[src/rtl/eth_pkg.sv]
// ----------------------------------------------------------------------------
// eth_pkg -- shared types and constants for the Ethernet transmit path.
//   udp_length_t  : payload byte count
//   s_fifo_cmd_t  : command to the input FIFO (start/clear pulses + length)
//   s_fifo_st_t   : status from the input FIFO
//   fsm_pkt_t     : packet scheduler states
//   len_ok()      : true when a payload length fits the input FIFO
// ----------------------------------------------------------------------------
package eth_pkg;

    localparam int ETH_OT_FIFO        = 4;      // outstanding command slots
    localparam int ETH_INFIFO_KB_SIZE = 1;      // input FIFO size in KiB
    localparam int ETH_TX_TIMEOUT_CYC = 65535;  // streaming watchdog limit
    localparam int ETH_MAX_LEN        = ETH_INFIFO_KB_SIZE * 1024;

    typedef logic [15:0] udp_length_t;

    typedef struct packed {
        logic        start;
        logic        clear;
        udp_length_t length;
    } s_fifo_cmd_t;

    typedef struct packed {
        logic done;
        logic full;
        logic empty;
    } s_fifo_st_t;

    typedef enum logic [1:0] {
        IDLE_PKT_ST      = 2'd0,
        STREAMING_PKT_ST = 2'd1,
        DONE_PKT_ST      = 2'd2
    } fsm_pkt_t;

    // A zero-length packet or one larger than the input FIFO can never complete.
    function automatic logic len_ok(input udp_length_t len);
        return (len != '0) && (int'(len) <= ETH_MAX_LEN);
    endfunction

endpackage

[src/rtl/eth_cmd_queue.sv]
// ----------------------------------------------------------------------------
// eth_cmd_queue -- circular queue of pending packet lengths.
//   clk, rst_n    : clock, asynchronous active-low reset
//   flush_i       : empty the queue (dominates push/pop)
//   push_i        : write push_data_i at the tail (caller ensures !full_o)
//   pop_i         : drop the head entry (caller ensures !empty_o)
//   head_o        : current head entry
//   full_o/empty_o: occupancy flags
//   count_o       : number of stored entries
// Pointers carry one extra wrap bit so full and empty are distinguishable.
// ----------------------------------------------------------------------------
module eth_cmd_queue
    import eth_pkg::*;
#(
    parameter int DEPTH = ETH_OT_FIFO
) (
    input  logic                     clk,
    input  logic                     rst_n,
    input  logic                     flush_i,
    input  logic                     push_i,
    input  udp_length_t              push_data_i,
    input  logic                     pop_i,
    output udp_length_t              head_o,
    output logic                     full_o,
    output logic                     empty_o,
    output logic [$clog2(DEPTH):0]   count_o
);

    localparam int AW = $clog2(DEPTH);

    logic [AW:0] wr_ptr_q, wr_ptr_d;
    logic [AW:0] rd_ptr_q, rd_ptr_d;
    udp_length_t mem_q [DEPTH];

    always_comb begin
        wr_ptr_d = wr_ptr_q;
        rd_ptr_d = rd_ptr_q;
        if (flush_i) begin
            wr_ptr_d = '0;
            rd_ptr_d = '0;
        end else begin
            if (push_i) wr_ptr_d = wr_ptr_q + 1'b1;
            if (pop_i)  rd_ptr_d = rd_ptr_q + 1'b1;
        end
    end

    always_ff @(posedge clk or negedge rst_n) begin
        if (!rst_n) begin
            wr_ptr_q <= '0;
            rd_ptr_q <= '0;
        end else begin
            wr_ptr_q <= wr_ptr_d;
            rd_ptr_q <= rd_ptr_d;
        end
    end

    // NOTE: storage is not reset; the pointers alone decide which entries are valid.
    always_ff @(posedge clk) begin
        if (push_i && !flush_i) mem_q[wr_ptr_q[AW-1:0]] <= push_data_i;
    end

    assign head_o  = mem_q[rd_ptr_q[AW-1:0]];
    assign empty_o = (wr_ptr_q == rd_ptr_q);
    assign full_o  = (wr_ptr_q[AW-1:0] == rd_ptr_q[AW-1:0]) && (wr_ptr_q[AW] != rd_ptr_q[AW]);
    assign count_o = wr_ptr_q - rd_ptr_q;

endmodule

[src/rtl/eth_tx_sched.sv]
// ----------------------------------------------------------------------------
// eth_tx_sched -- queues transmit requests and sequences them into the input
// FIFO one packet at a time, with a streaming watchdog and a global abort.
//   clk, rst_n   : clock, asynchronous active-low reset
//   req_valid    : send request, accepted when req_ready is also high
//   req_ready    : queue has room and no abort is in progress
//   req_length   : payload byte count of the request
//   req_clear    : abort everything (flush queue, pulse FIFO clear)
//   fifo_cmd_o   : registered start/clear pulses and packet length
//   fifo_st_i    : FIFO status, only .done is consumed
//   busy_o       : packet in flight or commands pending
//   ot_count_o   : number of queued commands (head included until it retires)
//   err_o        : one-cycle pulse on rejected length or watchdog expiry
// ----------------------------------------------------------------------------
module eth_tx_sched
    import eth_pkg::*;
#(
    parameter int OT_DEPTH    = ETH_OT_FIFO,
    parameter int TIMEOUT_CYC = ETH_TX_TIMEOUT_CYC
) (
    input  logic                      clk,
    input  logic                      rst_n,
    input  logic                      req_valid,
    output logic                      req_ready,
    input  udp_length_t               req_length,
    input  logic                      req_clear,
    output s_fifo_cmd_t               fifo_cmd_o,
    input  s_fifo_st_t                fifo_st_i,
    output logic                      busy_o,
    output logic [$clog2(OT_DEPTH):0] ot_count_o,
    output logic                      err_o
);

    localparam int TW = $clog2(TIMEOUT_CYC + 1);

    fsm_pkt_t    state_q, state_d;
    s_fifo_cmd_t cmd_q, cmd_d;
    logic        err_q, err_d;
    logic [TW-1:0] tmo_cnt_q, tmo_cnt_d;

    logic        q_full, q_empty, q_push, q_pop;
    udp_length_t q_head;
    logic        len_good, timeout;

    // Status fields other than .done are deliberately not consumed.
    logic unused_st;
    assign unused_st = fifo_st_i.full ^ fifo_st_i.empty;

    assign req_ready = !q_full && !req_clear;
    assign len_good  = len_ok(req_length);
    // A bad length still handshakes but never reaches the queue.
    assign q_push    = req_valid && req_ready && len_good;
    assign timeout   = (state_q == STREAMING_PKT_ST) && !fifo_st_i.done
                       && (tmo_cnt_q == TW'(TIMEOUT_CYC - 1));

    eth_cmd_queue #(
        .DEPTH(OT_DEPTH)
    ) u_queue (
        .clk         (clk),
        .rst_n       (rst_n),
        .flush_i     (req_clear),
        .push_i      (q_push),
        .push_data_i (req_length),
        .pop_i       (q_pop),
        .head_o      (q_head),
        .full_o      (q_full),
        .empty_o     (q_empty),
        .count_o     (ot_count_o)
    );

    // NOTE: every output of this block is given a default first, so no path leaves one unassigned (no latch).
    always_comb begin
        state_d      = state_q;
        tmo_cnt_d    = tmo_cnt_q;
        cmd_d        = cmd_q;
        cmd_d.start  = 1'b0;
        cmd_d.clear  = 1'b0;
        err_d        = 1'b0;
        q_pop        = 1'b0;

        if (req_clear) begin
            // Abort overrides done, enqueue and timeout in the same cycle.
            state_d     = IDLE_PKT_ST;
            tmo_cnt_d   = '0;
            cmd_d.clear = 1'b1;
        end else begin
            err_d = req_valid && req_ready && !len_good;
            case (state_q)
                IDLE_PKT_ST: begin
                    if (!q_empty) begin
                        state_d      = STREAMING_PKT_ST;
                        cmd_d.start  = 1'b1;
                        cmd_d.length = q_head;
                        tmo_cnt_d    = '0;
                    end
                end
                STREAMING_PKT_ST: begin
                    if (fifo_st_i.done) begin
                        state_d = DONE_PKT_ST;
                    end else if (timeout) begin
                        state_d     = IDLE_PKT_ST;
                        cmd_d.clear = 1'b1;
                        err_d       = 1'b1;
                        q_pop       = 1'b1;
                    end else begin
                        tmo_cnt_d = tmo_cnt_q + 1'b1;
                    end
                end
                DONE_PKT_ST: begin
                    state_d = IDLE_PKT_ST;
                    q_pop   = 1'b1;
                end
                default: state_d = IDLE_PKT_ST;
            endcase
        end
    end

    always_ff @(posedge clk or negedge rst_n) begin
        if (!rst_n) begin
            state_q   <= IDLE_PKT_ST;
            cmd_q     <= '0;
            err_q     <= 1'b0;
            tmo_cnt_q <= '0;
        end else begin
            state_q   <= state_d;
            cmd_q     <= cmd_d;
            err_q     <= err_d;
            tmo_cnt_q <= tmo_cnt_d;
        end
    end

    assign fifo_cmd_o = cmd_q;
    assign err_o      = err_q;
    assign busy_o     = (state_q != IDLE_PKT_ST) || !q_empty;

endmodule

[config.mk]
export PLATFORM = sky130hd
export DESIGN_NAME = eth_tx_sched
export DESIGN_NICKNAME = d
export VERILOG_FILES = /design/src/rtl/eth_pkg.sv /design/src/rtl/eth_cmd_queue.sv /design/src/rtl/eth_tx_sched.sv
export SDC_FILE = /design/constraint.sdc
export NUM_CORES = 1
export LEC_CHECK = 0
export CORE_ASPECT_RATIO = 1.5
export CORE_MARGIN = 1
export CORE_UTILIZATION = 45
export DETAILED_ROUTE_END_ITERATION = 7
export GPL_TIMING_DRIVEN = 0
export PLACE_DENSITY = 0.65
export SLEW_MARGIN = 20
export SYNTH_ARGS = -nofsm -noshare
export SYNTH_HDL_FRONTEND = slang
export SYNTH_SLANG_ARGS = --single-unit
[constraint.sdc]
create_clock -name clk -period 4 [get_ports clk]
set_input_delay 1.2 -clock clk [delete_from_list [all_inputs] [get_ports clk]]
set_output_delay 1.2 -clock clk [all_outputs]
set_load 0.02 [all_outputs]
==> reports/metrics.yaml <==
critPathMaxFanout: 10
timing.reg2reg.setup_slack_ns: 1.02
ys_seq_elements: 107
routed_wl_mm: 9.16
finalHoldViolCount: 0
cts_setup_buffers: 0
synth_common_cells: "edfxtp_1 (64), dfrtp_1 (43), nor2_1 (19)"
relSlewSlack: 0.591
synth.most_common_cell: "edfxtp_1"
min_period_ns: 3.86
min_period_over_period: 0.965
ys_top_cells_by_area: "edfxtp_1 (41%), dfrtp_1 (23%), mux4_2 (7.8%)"
drt_iter0_markers: 167
h-tree-depth: 3
startpoint: "req_clear"
min_to: "tmo_cnt_q[10]"
cts_sinks: 107
rows: 45
diodes: 0
grt.overflow.total: 0
die_w_um: 85.0
setup_tns_ns: 0
io_pins: 47
antenna_found_initial: 0
dieArea_mm2: 0.0107
r2r_end: "u_queue.mem_q[3][0]"
wl_per_cell_um: 18.7
tightest_slew_ns: 0.608
min_from: "tmo_cnt_q[10]"
leakagePower_nw: 2.07
grtUsageTotal: 0.188
chipHeight_um: 126
cts_made_buffers: 9
setup.worst_path.class: "in -> out"
syn_area_per_cell_um2: 14.9
root_buffer: "clkbuf_16"
dp_cells: 474
max-vdd-ir-drop_uv: 237
synth_ff_type: "edfxtp_1"
syn_nets: 348
dr.pass1.iters: 6
cp.required_ns: 2.80
fin_cells: 490
holdWs_ns: 0.484
syn_to_final_growth_pct: 19.6
cts_tree: "done"
grt_pass1_vias: 2944
synth_top_area_frac: 0.414
grt_start_max_net_pins: 28
clk_latency_ns: 0.34
syn_inst: 312
drive_gt1_frac: 0.182
place.gp.congestion: 0.832
end_kind: "output pin"
async_reset_ff_frac: 0.402
maxCapViolCount: 0
yosysSeqAreaShare: 0.645
via_per_inst: 5.66
violations: "DRC"
min_delay_path_depth: 1
route.vias.total: 2774
yosys_warnings: 0
layout.nets: 404
r2r_cells: 9
synth_cell_types: 47
worstPathArrival_ns: 2.66
power.density_mw_per_mm2: 396
hp-class: "reg -> reg"
rsz0062_at_grt: "no"
slew_viol_final: 0
synth_edf_count: 64
ant_nets: 0
clk_pin_slew_worst_paths_ns: 0.07
synth_top_cell_by_area: "edfxtp_1"
final-setup-viol-count: 0
core_mm2: 0.0101
clock-skew-final_ns: 0.00617
start_util: 0.461
start_kind: "input pin"
io_buffers: 44
dp_hpwl_mm: 6.40
grt_pass1_wl_mm: 15.1
total_power_mw: 2.20
netlist_area_mm2: 0.00465
timing.rr.start: "u_queue.rd_ptr_q[1]"
max_freq_ghz: 0.259
clk_path_buf_depth: 2
drcViolationCount: 1
status: "finished, violations left"
==> worst max-delay path, stage by stage <==
cell             delay [ns]
clkdlybuf4s50_1        0.42
clkbuf_2               0.20
nor2_1                 0.21
clkdlybuf4s50_1        0.64
==> worst max path at each step <==
stage	cells past startpoint	endpoint
after global placement	6	u_queue.mem_q[3][1]
final	4	req_ready
after CTS	4	req_ready
after global routing	8	req_ready
after detailed placement	6	u_queue.mem_q[3][2]
after floorplan	5	u_queue.mem_q[3][0]
==> what timing repair did <==
| action | in CTS | in global routing |
|---|---|---|
| hold buffers | 0 | 0 |
| gates resized for setup | 3 | 8 |
| endpoints found under the setup margin | 2 | 66 |
==> flip-flops by register name (all words and copies together) (netlist names) <==
name,cells
err_o,1
u_queue.mem_q,64
tmo_cnt_q,16
u_queue.rd_ptr_q,3
fifo_cmd_o,18
state_q,2
u_queue.wr_ptr_q,3
==> per-layer routing <==
layer,GRT usage,vias up,share of wire,routed length (um)
met2,0.345,56,0.55,5070
li1,-,1314,-,-
met3,0.0234,17,0.025,229
met4,0.0897,0,0.025,233
met1,0.213,1387,0.40,3630
met5,0,-,0,0
==> final cells by class <==
cell class	instances	area, um^2
Buffer	9	47.5
Clock buffer	10	229
Clock inverter	6	63.8
Fill cell	834	4520
Inverter	14	52.6
Multi-Input combinational cell	182	1560
Sequential cell	107	3000
Tap cell	117	146
Timing Repair Buffer	45	455
==> placed cells by master (no fill, tap or decap), types with 5 or more instances in the layout <==
| master | count |
|---|---|
| o21ai_0 | 13 |
| buf_2 | 5 |
| nand3_1 | 9 |
| clkdlybuf4s50_1 | 43 |
| ha_1 | 12 |
| o31ai_1 | 8 |
| inv_1 | 14 |
| a21oi_1 | 9 |
| clkbuf_16 | 9 |
| nand2_1 | 16 |
| nor2_1 | 19 |
| edfxtp_1 | 64 |
| or3_1 | 6 |
| mux2_2 | 18 |
| dfrtp_1 | 43 |
| mux4_2 | 16 |
==> cells by family (layout without fill, tap and decap cells) <==
group,count (synthesis),count (layout),synth area share
AO/OA/AOI/OAI,45,45,0.0673
XOR/XNOR,3,3,0.00727
adder cells (fa/ha/maj),13,13,0.0366
buffers and inverters,23,84,0.0197
flip-flops,107,107,0.645
multiplexers,37,37,0.128
AND/OR/NAND/NOR,84,84,0.0962
==> report_power, final <==
group	leakage, nW	switching, mW	internal, mW
Sequential	1.16	0.0102	1.19
Clock	0.140	0.379	0.486
Combinational	0.766	0.0690	0.0665
Total	2.07	0.458	1.74
==> per-stage QoR <==
step           cell area [um^2]  worst slack [ns]  utilization
2_1_floorplan              4650             0.880            -
3_3_place_gp               5230            -0.321        0.519
3_5_place_dp               5250            -0.283        0.521
4_1_cts                    5550            0.0435        0.550
5_1_grt                    5550            0.0509        0.551
6_report                   5550             0.139        0.551
Power figures use the tool's default switching activity.
